===== src/rtl/irq_vector_sequencer.sv =====
// 6502 interrupt/reset entry sequencer: stacks PC and P, fetches the vector
// and hands the new PC to the datapath.
module irq_vector_sequencer #(
    parameter logic [7:0]  STACK_PAGE = 8'h01,
    parameter logic [15:0] NMI_VEC    = 16'hFFFA,
    parameter logic [15:0] RST_VEC    = 16'hFFFC,
    parameter logic [15:0] IRQ_VEC    = 16'hFFFE
) (
    input  logic        ph1,
    input  logic        reset,
    input  logic        boundary,
    input  logic        brk,
    input  logic        nmi,
    input  logic        irq,
    input  logic [15:0] pc,
    input  logic [7:0]  p,
    input  logic [7:0]  sp,
    input  logic [7:0]  data_read,
    output logic [15:0] address,
    output logic [7:0]  data_write,
    output logic        read_write_sel,
    output logic        sp_dec,
    output logic        pc_load,
    output logic [15:0] pc_new,
    output logic        i_set,
    output logic        busy
);

    typedef enum logic [3:0] {
        IDLE, RST_PCH, RST_PCL, RST_P,
        PUSH_PCH, PUSH_PCL, PUSH_P,
        FETCH_LO, FETCH_HI, LOAD
    } state_t;

    state_t      state;
    logic        nmi_q;
    logic        nmi_pend;
    logic        is_nmi;
    logic        b_flag;
    logic [15:0] vec;
    logic [15:0] pc_new_q;
    logic        nmi_edge;
    logic        nmi_seen;
    logic        take_nmi;

    assign nmi_edge = nmi & ~nmi_q;
    assign nmi_seen = nmi_pend | nmi_edge;
    // leaving PUSH_P for FETCH_LO as an NMI sequence consumes the request
    assign take_nmi = (state == PUSH_P) & (is_nmi | nmi_seen);
    assign pc_new   = reset ? 16'h0000 : pc_new_q;

    always_ff @(posedge ph1) begin
        nmi_q <= nmi;
        if (reset) begin
            state    <= RST_PCH;
            nmi_pend <= 1'b0;
            is_nmi   <= 1'b0;
            b_flag   <= 1'b0;
            vec      <= RST_VEC;
            pc_new_q <= 16'h0000;
        end else begin
            nmi_pend <= take_nmi ? 1'b0 : nmi_seen;
            unique case (state)
                IDLE: begin
                    if (boundary) begin
                        if (nmi_pend) begin
                            state  <= PUSH_PCH;
                            vec    <= NMI_VEC;
                            is_nmi <= 1'b1;
                            b_flag <= 1'b0;
                        end else if (brk) begin
                            state  <= PUSH_PCH;
                            vec    <= IRQ_VEC;
                            is_nmi <= 1'b0;
                            b_flag <= 1'b1;
                        end else if (irq & ~p[2]) begin
                            state  <= PUSH_PCH;
                            vec    <= IRQ_VEC;
                            is_nmi <= 1'b0;
                            b_flag <= 1'b0;
                        end
                    end
                end
                RST_PCH: state <= RST_PCL;
                RST_PCL: state <= RST_P;
                RST_P:   state <= FETCH_LO;
                PUSH_PCH, PUSH_PCL, PUSH_P: begin
                    unique case (state)
                        PUSH_PCH: state <= PUSH_PCL;
                        PUSH_PCL: state <= PUSH_P;
                        default:  state <= FETCH_LO;
                    endcase
                    // a late NMI steals the vector; stacked B bit is kept
                    if (nmi_seen) begin
                        vec    <= NMI_VEC;
                        is_nmi <= 1'b1;
                    end
                end
                FETCH_LO: begin
                    pc_new_q[7:0] <= data_read;
                    state         <= FETCH_HI;
                end
                FETCH_HI: begin
                    pc_new_q[15:8] <= data_read;
                    state          <= LOAD;
                end
                LOAD:    state <= IDLE;
                default: state <= IDLE;
            endcase
        end
    end

    always_comb begin
        address        = 16'h0000;
        data_write     = 8'h00;
        read_write_sel = 1'b1;
        sp_dec         = 1'b0;
        pc_load        = 1'b0;
        i_set          = 1'b0;
        busy           = 1'b1;
        if (!reset) begin
            unique case (state)
                IDLE: busy = 1'b0;
                RST_PCH, RST_PCL, RST_P: begin
                    address = {STACK_PAGE, sp};
                    sp_dec  = 1'b1;
                end
                PUSH_PCH: begin
                    address        = {STACK_PAGE, sp};
                    data_write     = pc[15:8];
                    read_write_sel = 1'b0;
                    sp_dec         = 1'b1;
                end
                PUSH_PCL: begin
                    address        = {STACK_PAGE, sp};
                    data_write     = pc[7:0];
                    read_write_sel = 1'b0;
                    sp_dec         = 1'b1;
                end
                PUSH_P: begin
                    address        = {STACK_PAGE, sp};
                    data_write     = {p[7:6], 1'b1, b_flag, p[3:0]};
                    read_write_sel = 1'b0;
                    sp_dec         = 1'b1;
                end
                FETCH_LO: address = vec;
                FETCH_HI: address = vec + 16'd1;
                LOAD: begin
                    pc_load = 1'b1;
                    i_set   = 1'b1;
                end
                default: ;
            endcase
        end
    end

endmodule


===== config.mk =====
export PLATFORM = sky130hd
export DESIGN_NAME = irq_vector_sequencer
export DESIGN_NICKNAME = d
export VERILOG_FILES = /design/src/rtl/irq_vector_sequencer.sv
export SDC_FILE = /design/constraint.sdc
export NUM_CORES = 1
export LEC_CHECK = 0
export BUFFER_PORTS_ARGS = -buffer_cell sky130_fd_sc_hd__buf_2
export CAP_MARGIN = 20
export CORE_ASPECT_RATIO = 0.6
export CORE_UTILIZATION = 43
export CTS_CLUSTER_DIAMETER = 150
export DETAILED_ROUTE_END_ITERATION = 12
export PLACE_DENSITY = 0.79
export SLEW_MARGIN = 20
export SYNTH_ARGS = -nofsm -noshare
export SYNTH_HDL_FRONTEND = slang
export SYNTH_SLANG_ARGS = --single-unit

===== constraint.sdc =====
create_clock -name ph1 -period 2.4 [get_ports ph1]
set_input_delay 0.72 -clock ph1 [delete_from_list [all_inputs] [get_ports ph1]]
set_output_delay 0.72 -clock ph1 [all_outputs]
set_load 0.05 [all_outputs]

==> flow_summary.yaml, run 1 <==
outcome:
  violations: "setup timing"
  status: "finished with violations"
placement:
  globalplace.congestion: 0.842
  port-buffer-count: 88
  dpl.hpwl_um: 3200
worst_setup_path:
  startpoint_type: "flop"
  crit_arrival_ps: 1810
  worstReg2RegEnd: "vec[2]"
  crit_end: "address[1]"
  path_max_fanout: 15
  slowest_delay_ps: 540
  r2r_cells: 6
  required_ps: 1680
  reg2reg_slack_ps: 740
  path_class: "reg2out"
  startpoint: "state[2]"
  crit_chain: "or4b_4, a21oi_4, buf_12, a22o_4, buf_8"
  reg2reg_from: "state[1]"
  slowest_stage: "or4b_4"
  crit_path_end_kind: "output port"
timing:
  fmax_ghz: 0.395
  finalWorstSetupSlack_ps: -129
  setup_tns_ps: -1210
  min_period_over_period_pct: 105
  hold_ws_ps: 454
  fin_skew_ps: 5.02
  rsz0062_at_grt: "true"
  post-route-min-period_ps: 2530
  slew_headroom_pct: 73.7
  worst_slew_pin_slew_ps: 394
  hold_viol: 0
  finalSetupViolations: 16
  drv_slew: 0
yosys:
  yosysSeqAreaShare_pct: 32.3
  ys_warn_count: 0
  avgSynthCellArea_um2: 7.59
  syn_area_mm2: 0.00155
  syn_nets: 250
  synth_seq_cells: 25
  syn_inst: 204
  synth.distinct_cells: 39
drt:
  drc: 0
  num_vias: 1731
  wl_um: 4350
  wl_per_cell_um: 13.0
  dr.pass1.iters: 4
  drt-initial-drc-count: 152
  via_per_inst: 5.15
  drtAntennaViolNets: 0
power:
  peakVddDrop_mv: 0.304
  p_leak_nw: 1.10
  power.density_mw_per_mm2: 542
final_layout:
  final_layout_size_suffix_gt1_share_pct: 52.9
  layout_commonest_cell: "buf_2"
  area_growth_syn_to_layout_pct: 62.7
  seqCellArea_um2: 504
  final_cell_mix: "60 x buf_2, 49 x nand2_1, 22 x dfxtp_1"
  multi_input_area_mm2: 0.00103
  nFillCells: 241
  antenna_cells: 0
  layout.nets: 338
global_route:
  grt.overflow.total: 0
  grt_max_degree: 32
  antenna_found_initial: 0
  grt_usage_pct: 22.3
  grt_pass1_vias: 1479
  grt_first_pass_wirelength_um: 6820
clock_network:
  cts-buffers-inserted: 3
  clk_path_buf_depth: 2
  clk_latency_ps: 270
  clk_pin_slew_ps: 90
  postCtsHoldBufs: 0
  cts_max_level: 1
  cts_tree: "done"
  cts_root_buffer: "clkbuf_8"
  cts_sinks: 25
floorplanning:
  initial_utilization_pct: 46.3
  core_area_mm2: 0.00334
  chipWidth_um: 79.5
  die_area_mm2: 0.00385
  io_pins: 91
  chipHeight_um: 48.5
  row_count: 16
worst_hold_path:
  worstHoldPathType: "reg2reg"
job:
  cap_violations: 0
==> state kept, by name (all words and copies together) (netlist names) <==
signal and count:
nmi_q 1, pc_new_q 16, state 4, vec 2
b_flag 1, nmi_pend 1
==> through the flow <==
step           power, W  instances  instance area [µm²]  util [%]  setup slack, ps
6_report        0.00137        336                 2520      75.3             -129
5_1_grt         0.00144        336                 2520      75.3             -173
4_1_cts         0.00136        335                 2460      73.6             -115
3_5_place_dp    0.00103        331                 2240      67.0             -250
3_3_place_gp    0.00103        331                 2240      67.0             -216
2_1_floorplan  0.000900        204                 1750         -             -664
==> layout make-up <==
type | count | area share, %
Tap cell | 45 | 2.24
Sequential cell | 25 | 20.0
Multi-Input combinational cell | 149 | 41.0
Timing Repair Buffer | 106 | 32.8
Clock buffer | 4 | 1.79
Inverter | 7 | 2.14
==> per-layer routing <==
| metal | GRT usage (%) | routed length (µm) | up-vias |
|---|---|---|---|
| met4 | 2.73 | 0 | 0 |
| met2 | 34.9 | 1970 | 87 |
| met3 | 4.15 | 348 | 0 |
| li1 | - | - | 868 |
| met1 | 32.7 | 2030 | 776 |
| met5 | 0 | 0 | - |
==> worst min path at each step <==
stage | startpoint | to | cells past startpoint
after global placement | pc_new_q[15] | pc_new_q[15] | 2
final | pc_new_q[12] | pc_new_q[12] | 2
after global routing | pc_new_q[15] | pc_new_q[15] | 2
after floorplan | pc_new_q[10] | pc_new_q[10] | 2
after detailed placement | pc_new_q[12] | pc_new_q[12] | 2
after CTS | pc_new_q[12] | pc_new_q[12] | 2
==> Yosys cell counts (all sizes together) <==
library cell / instances / area, µm²
a31oi: 1 / 6.26
clkbuf: 9 / 33.8
o21ai: 3 / 15.0
mux2: 7 / 78.8
o2111ai: 1 / 8.76
a311oi: 2 / 17.5
a21o: 5 / 37.5
o311a: 1 / 10.0
inv: 5 / 18.8
o311ai: 3 / 26.3
o22ai: 1 / 6.26
o221ai: 1 / 8.76
buf: 14 / 101
nor2: 7 / 26.3
and4b: 1 / 10.0
a22o: 3 / 26.3
o31ai: 1 / 7.51
clkinv: 2 / 7.51
dfxtp: 25 / 500
nand2: 49 / 184
a22oi: 1 / 7.51
nand4b: 1 / 15.0
or4b: 1 / 13.8
nand4: 2 / 12.5
o2111a: 1 / 11.3
or2: 1 / 6.26
o31a: 1 / 8.76
and3b: 1 / 8.76
nor4: 2 / 12.5
nor2b: 23 / 144
a211oi: 1 / 7.51
nor4b: 2 / 23.8
a21oi: 25 / 136
and4: 1 / 8.76
==> logic make-up (layout without fill, tap and decap cells) <==
group | Yosys count | count (layout) | share of synthesized area, %
flip-flops | 25 | 25 | 32.3
AO/OA/AOI/OAI | 51 | 51 | 22.1
buffers and inverters | 30 | 117 | 10.4
AND/OR/NAND/NOR | 91 | 91 | 30.1
multiplexers | 7 | 7 | 5.09
==> report_power, final <==
part	leakage [nW]	total [W]	internal [W]	switching, W
sequential	0.204	0.000466	0.000441	0.0000247
combinational	0.878	0.000653	0.000278	0.000375
clock	0.0228	0.000246	0.000119	0.000128
total	1.10	0.00137	0.000838	0.000527
==> what timing repair did <==
item / CTS / global route
setup endpoints to repair: 25 / 28
resized for setup: 56 / 19
pin swaps: 1 / 0
buffers inserted: 0 / 1
endpoints found under the hold margin: 0 / 0
==> critical path, delay by kind of cell, from the launching register on <==
kind | cells | cell delay, ps
and+or+nand+nor | 1 | 540
DFF | 1 | 360
AOI/OAI and AO/OA | 2 | 330
buffers and inverters | 2 | 320
No activity file was read; power rests on OpenSTA's default activity.
==> run 2: changes to the inputs <==
--- a/config.mk
+++ b/config.mk
@@ -11,6 +11,7 @@
 export CORE_UTILIZATION = 43
 export CTS_CLUSTER_DIAMETER = 150
 export DETAILED_ROUTE_END_ITERATION = 12
+export GPL_ROUTABILITY_DRIVEN = 0
 export PLACE_DENSITY = 0.79
 export SLEW_MARGIN = 20
 export SYNTH_ARGS = -nofsm -noshare
==> constraint.sdc (replaced) <==
create_clock -name ph1 -period 2.7 [get_ports ph1]
set_input_delay 0.81 -clock ph1 [delete_from_list [all_inputs] [get_ports ph1]]
set_output_delay 0.81 -clock ph1 [all_outputs]
set_load 0.05 [all_outputs]
==> run 2 against run 1 <==
The flow now finishes without violations. Via count shrank 2.0%. Wire length shrank 0.11%. Final cell count shrank 0.89%. Combinational power shrank 15%. Sequential share of layout area grew 1.1 points. Register-to-register slack gained 400 ps. Global-route usage grew 0.98 points. Clock power shrank 7%.
==> flow_summary.yaml, run 2 (synthesized netlist as in run 1, its figures left out) <==
worst_setup_path:
  path_class: "in2out"
  crit_arrival_ps: 1840
  crit_path_end_kind: "output port"
  path_max_fanout: 10
  reg2reg_slack_ps: 1140
  reg2reg_from: "state[1]"
  startpoint_type: "input pin"
  worstReg2RegEnd: "vec[2]"
  r2r_cells: 5
  required_ps: 1890
final_layout:
  nFillCells: 260
  largest_register: "pc_new_q"
  area_growth_syn_to_layout_pct: 52.9
  largest_register_ff_count: 16
  reg_top3: "pc_new_q: 16 flops, state: 4 flops, vec: 2 flops"
  layout_commonest_cell: "buf_2"
  antenna_cells: 0
  final_layout_size_suffix_gt1_share_pct: 51.0
  design_area_mm2: 0.00237
  final_cell_mix: "70 x buf_2, 49 x nand2_1, 25 x dfxtp_1"
  seqCellArea_um2: 500
  layout.nets: 335
  multi_input_area_mm2: 0.00104
global_route:
  use_met1_pct: 33.1
  grt_max_degree: 21
  met3_usage_pct: 5.47
  grt_first_pass_wirelength_um: 7070
  grt_usage_pct: 23.3
  grt_pass1_vias: 1579
  grt_use_met2_pct: 35.2
  grt.overflow.total: 0
  antenna_found_initial: 0
  busiest_layer: "met2"
clock_network:
  clk_pin_slew_ps: 90
  clk_latency_ps: 270
  clk_path_buf_depth: 2
  cts-buffers-inserted: 3
  cts_max_level: 1
  cts_tree: "done"
  post_cts_buffers: 0
  cts_sinks: 25
  cts_root_buffer: "clkbuf_8"
placement:
  port-buffer-count: 88
  placed_cell_area_mm2: 0.00221
  dpl.hpwl_um: 3140
drt:
  num_vias: 1697
  wl_um: 4350
  wl_per_cell_um: 13.1
  drc: 0
  drtAntennaViolNets: 0
  drt-initial-drc-count: 100
  dr.pass1.iters: 4
  via_per_inst: 5.10
power:
  power.density_mw_per_mm2: 501
  peakVddDrop_mv: 0.256
  p_sw_share_pct: 40.0
  combPwrFrac_pct: 46.6
  p_int_w: 0.000712
  p_sw_w: 0.000474
  p_leak_nw: 1.06
  p_seq_share_pct: 34.2
  clkPwrFrac_pct: 19.2
floorplanning:
  initial_utilization_pct: 46.3
  io_pins: 91
  row_count: 16
  core_area_mm2: 0.00334
  chipHeight_um: 48.5
  chipWidth_um: 79.5
  die_area_mm2: 0.00385
worst_hold_path:
  min_to: "pc_new_q[13]"
  worstHoldStart: "pc_new_q[13]"
  whs_path_depth: 2
  worstHoldPathType: "reg2reg"
job:
  cap_violations: 0
timing:
  post-route-min-period_ps: 2650
  rsz0062_at_grt: "true"
  fmax_ghz: 0.377
  drv_slew: 0
  finalSetupViolations: 0
  worst_slew_pin_slew_ps: 332
  min_period_over_period_pct: 98.3
  slew_headroom_pct: 77.6
  fin_skew_ps: 3.81
  setup_tns_ps: 0
  hold_viol: 0
outcome:
  status: "completed"
[run 2: area by class of cell]
class                      count  area share (%)
timing repair buffer         103            28.2
sequential                    25            21.2
inverter                       7            2.22
clock buffer                   4            1.90
multi-input combinational    149            44.1
tap                           45            2.38
[run 2: worst max-delay path: stages]
cell	delay, ps
buf_8	100
a311oi_4	230
o31a_1	240
buf_12	150
a22o_1	160
buf_6	160
[run 2: worst max path at each step]
stage               startpoint            end  cells past startpoint
floorplan                reset  data_write[1]                      3
CTS                      reset     address[0]                      6
finish                   reset     address[0]                      6
global route             reset     address[0]                      6
global placement         reset     address[0]                      6
detailed placement       reset     address[0]                      6
[run 2: layer usage]
| metal | up-vias | routed length (µm) |
|---|---|---|
| met4 | 0 | 64 |
| met5 | - | 0 |
| met3 | 9 | 296 |
| met2 | 76 | 1840 |
| met1 | 754 | 2140 |
| li1 | 858 | - |
[run 2: timing repair]
action / 4_1_cts / 5_1_grt
resized for setup: 12 / 22
endpoints found under the setup margin: 15 / 17
hold buffers: 0 / 0
endpoints found under the hold margin: 0 / 0
[run 2: power groups by stage]
stage | Clock (W) | Sequential, W | Combinational (W)
6_report | 0.000228 | 0.000405 | 0.000553
3_3_place_gp | 0 | 0.000412 | 0.000497
2_1_floorplan | 0 | 0.000410 | 0.000383
3_5_place_dp | 0 | 0.000413 | 0.000501
4_1_cts | 0.000230 | 0.000404 | 0.000522
5_1_grt | 0.000247 | 0.000409 | 0.000592
[run 2: per-stage QoR]
stage / worst slack [ps] / total power (W) / util [%] / hold WS (ps) / instances
after floorplan: -544 / 0.000793 / - / 432 / 204
after global placement: -57.2 / 0.000909 / 66.0 / 438 / 329
after detailed placement: -93.5 / 0.000914 / 66.0 / 444 / 329
after CTS: -4.50 / 0.00116 / 68.4 / 459 / 333
after global routing: -0.594 / 0.00125 / 70.8 / 477 / 333
final: 45.3 / 0.00119 / 70.8 / 455 / 333
==> run 3: changes to the inputs <==
--- a/config.mk
+++ b/config.mk
@@ -8,11 +8,11 @@
 export BUFFER_PORTS_ARGS = -buffer_cell sky130_fd_sc_hd__buf_2
 export CAP_MARGIN = 20
 export CORE_ASPECT_RATIO = 0.6
-export CORE_UTILIZATION = 43
+export CORE_UTILIZATION = 42
 export CTS_CLUSTER_DIAMETER = 150
 export DETAILED_ROUTE_END_ITERATION = 12
 export GPL_ROUTABILITY_DRIVEN = 0
-export PLACE_DENSITY = 0.79
+export PLACE_DENSITY = 0.78
 export SLEW_MARGIN = 20
 export SYNTH_ARGS = -nofsm -noshare
 export SYNTH_HDL_FRONTEND = slang
==> run 3 against run 2 <==
Critical path depth unchanged. Sequential power rose by 2%. Clock-buffer cell count did not move. Combinational power fell by 3%. Die area is 2.3% higher. Cell area is 0.74% lower. Power decreased by 1.8%. Global-route usage shrank 2.5 points. Sequential share of layout area grew 0.21 points. Critical path type unchanged. Largest cell class unchanged. Highest routed layer unchanged.
==> flow_summary.yaml, run 3 (synthesized netlist as in run 1, its figures left out) <==
worst_setup_path:
  crit_arrival_ps: 1870
  crit_path_end_kind: "output port"
  slowest_stage: "o31a_1"
  path_class: "in2out"
  crit_chain: "buf_2, a311oi_2, o31a_1, buf_12, a22o_4, buf_8"
  crit_family: "compound AO/OA/AOI/OAI gates"
  r2r_cells: 5
  required_ps: 1890
  path_max_fanout: 9
  cp_num_cells: 6
  slowest_delay_ps: 280
  startpoint_type: "input pin"
  path_buf_inv: 3
placement:
  post-place-ws_ps: -156
  dpl.hpwl_um: 3250
  port-buffer-count: 88
  numPlacedInstances: 329
clock_network:
  clk_path_buf_depth: 2
  cts-buffers-inserted: 3
  cts_root_buffer: "clkbuf_8"
  cts_max_level: 1
  cts_sinks: 25
  clk_latency_ps: 260
  cts_tree: "done"
  clk_pin_slew_ps: 80
drt:
  via_per_inst: 5.12
  drtAntennaViolNets: 0
  drc: 0
  dr.pass1.iters: 5
  num_vias: 1716
  drt-initial-drc-count: 69
  wl_per_cell_um: 12.6
  wl_um: 4220
worst_hold_path:
  whs_path_depth: 2
  worstHoldPathType: "reg2reg"
floorplanning:
  chipHeight_um: 49.0
  io_pins: 91
  initial_utilization_pct: 45.7
  core_area_mm2: 0.00338
  row_count: 16
  chipWidth_um: 80.4
  die_area_mm2: 0.00394
timing:
  min_period_over_period_pct: 99.2
  fin_skew_ps: 2.89
  fmax_ghz: 0.373
  worst_slew_pin_slew_ps: 358
  setup_tns_ps: 0
  post-route-min-period_ps: 2680
  finalWorstSetupSlack_ps: 21.7
  finalSetupViolations: 0
  drv_slew: 0
  slew_headroom_pct: 76.1
  hold_viol: 0
final_layout:
  layout_commonest_cell: "buf_2"
  antenna_cells: 0
  area_growth_syn_to_layout_pct: 51.7
  final_layout_size_suffix_gt1_share_pct: 51.7
  largest_register_ff_count: 16
  final_cell_mix: "79 x buf_2, 49 x nand2_1, 24 x dfxtp_1"
  reg_top3: "pc_new_q: 16 flops, state: 4 flops, vec: 2 flops"
  layout.nets: 337
  nFillCells: 275
  largest_register: "pc_new_q"
  seqCellArea_um2: 502
  fin_cells: 335
  multi_input_area_mm2: 0.00103
power:
  p_total_w: 0.00116
  peakVddDrop_mv: 0.382
  power.density_mw_per_mm2: 496
  p_leak_nw: 1.07
global_route:
  antenna_found_initial: 0
  grt_usage_pct: 20.8
  grt_max_degree: 37
  grt_pass1_vias: 1474
  grt.overflow.total: 0
  grt_first_pass_wirelength_um: 6440
job:
  cap_violations: 0
outcome:
  status: "completed"
==> run 3: worst paths after layout <==
path,startpoint,endpoint,slack (ps)
min reg2reg,pc_new_q[3],pc_new_q[3],450
max reg2reg,state[0],vec[2],1130
min,pc_new_q[3],pc_new_q[3],450
max,reset,address[1],20
==> run 3: area by class of cell <==
class	count	share of cell area (%)
clock buffers	4	1.92
inverters	7	2.24
multi-input cells	149	43.7
flip-flops and latches	25	21.4
well taps	45	2.40
repair buffers	105	28.3
==> run 3: stage by stage <==
step	hold slack, ps	util [%]	instance area, µm²
final	453	69.4	2350
after global routing	481	69.4	2350
after CTS	456	68.1	2300
after detailed placement	442	65.6	2220
after global placement	438	65.6	2220
after floorplan	432	-	1710
==> run 3: worst min-delay path, delay by kind of cell (launching register included) <==
kind	cells	cell delay, ps
AOI/OAI and AO/OA	1	50
DFF	1	310
and+or+nand+nor	1	50
==> run 3: power by group <==
part	switching (W)	leakage (nW)	internal, W
sequential	0.0000213	0.204	0.000391
combinational	0.000325	0.841	0.000212
clock	0.000110	0.0228	0.000105
total	0.000457	1.07	0.000708
==> run 3: routing by layer <==
layer | vias to the layer above | share of wire (%) | track usage, %
met5 | - | 0 | 0
met4 | 0 | 0.26 | 2.98
met3 | 2 | 8.4 | 6.36
met2 | 76 | 45 | 32.8
met1 | 771 | 47 | 28.5
li1 | 867 | - | -
==> run 3: repair_timing <==
action | in CTS | in global routing
resized for setup | 11 | 11
setup endpoints to repair | 10 | 24
hold buffers | 0 | 0
setup buffers | 1 | 1
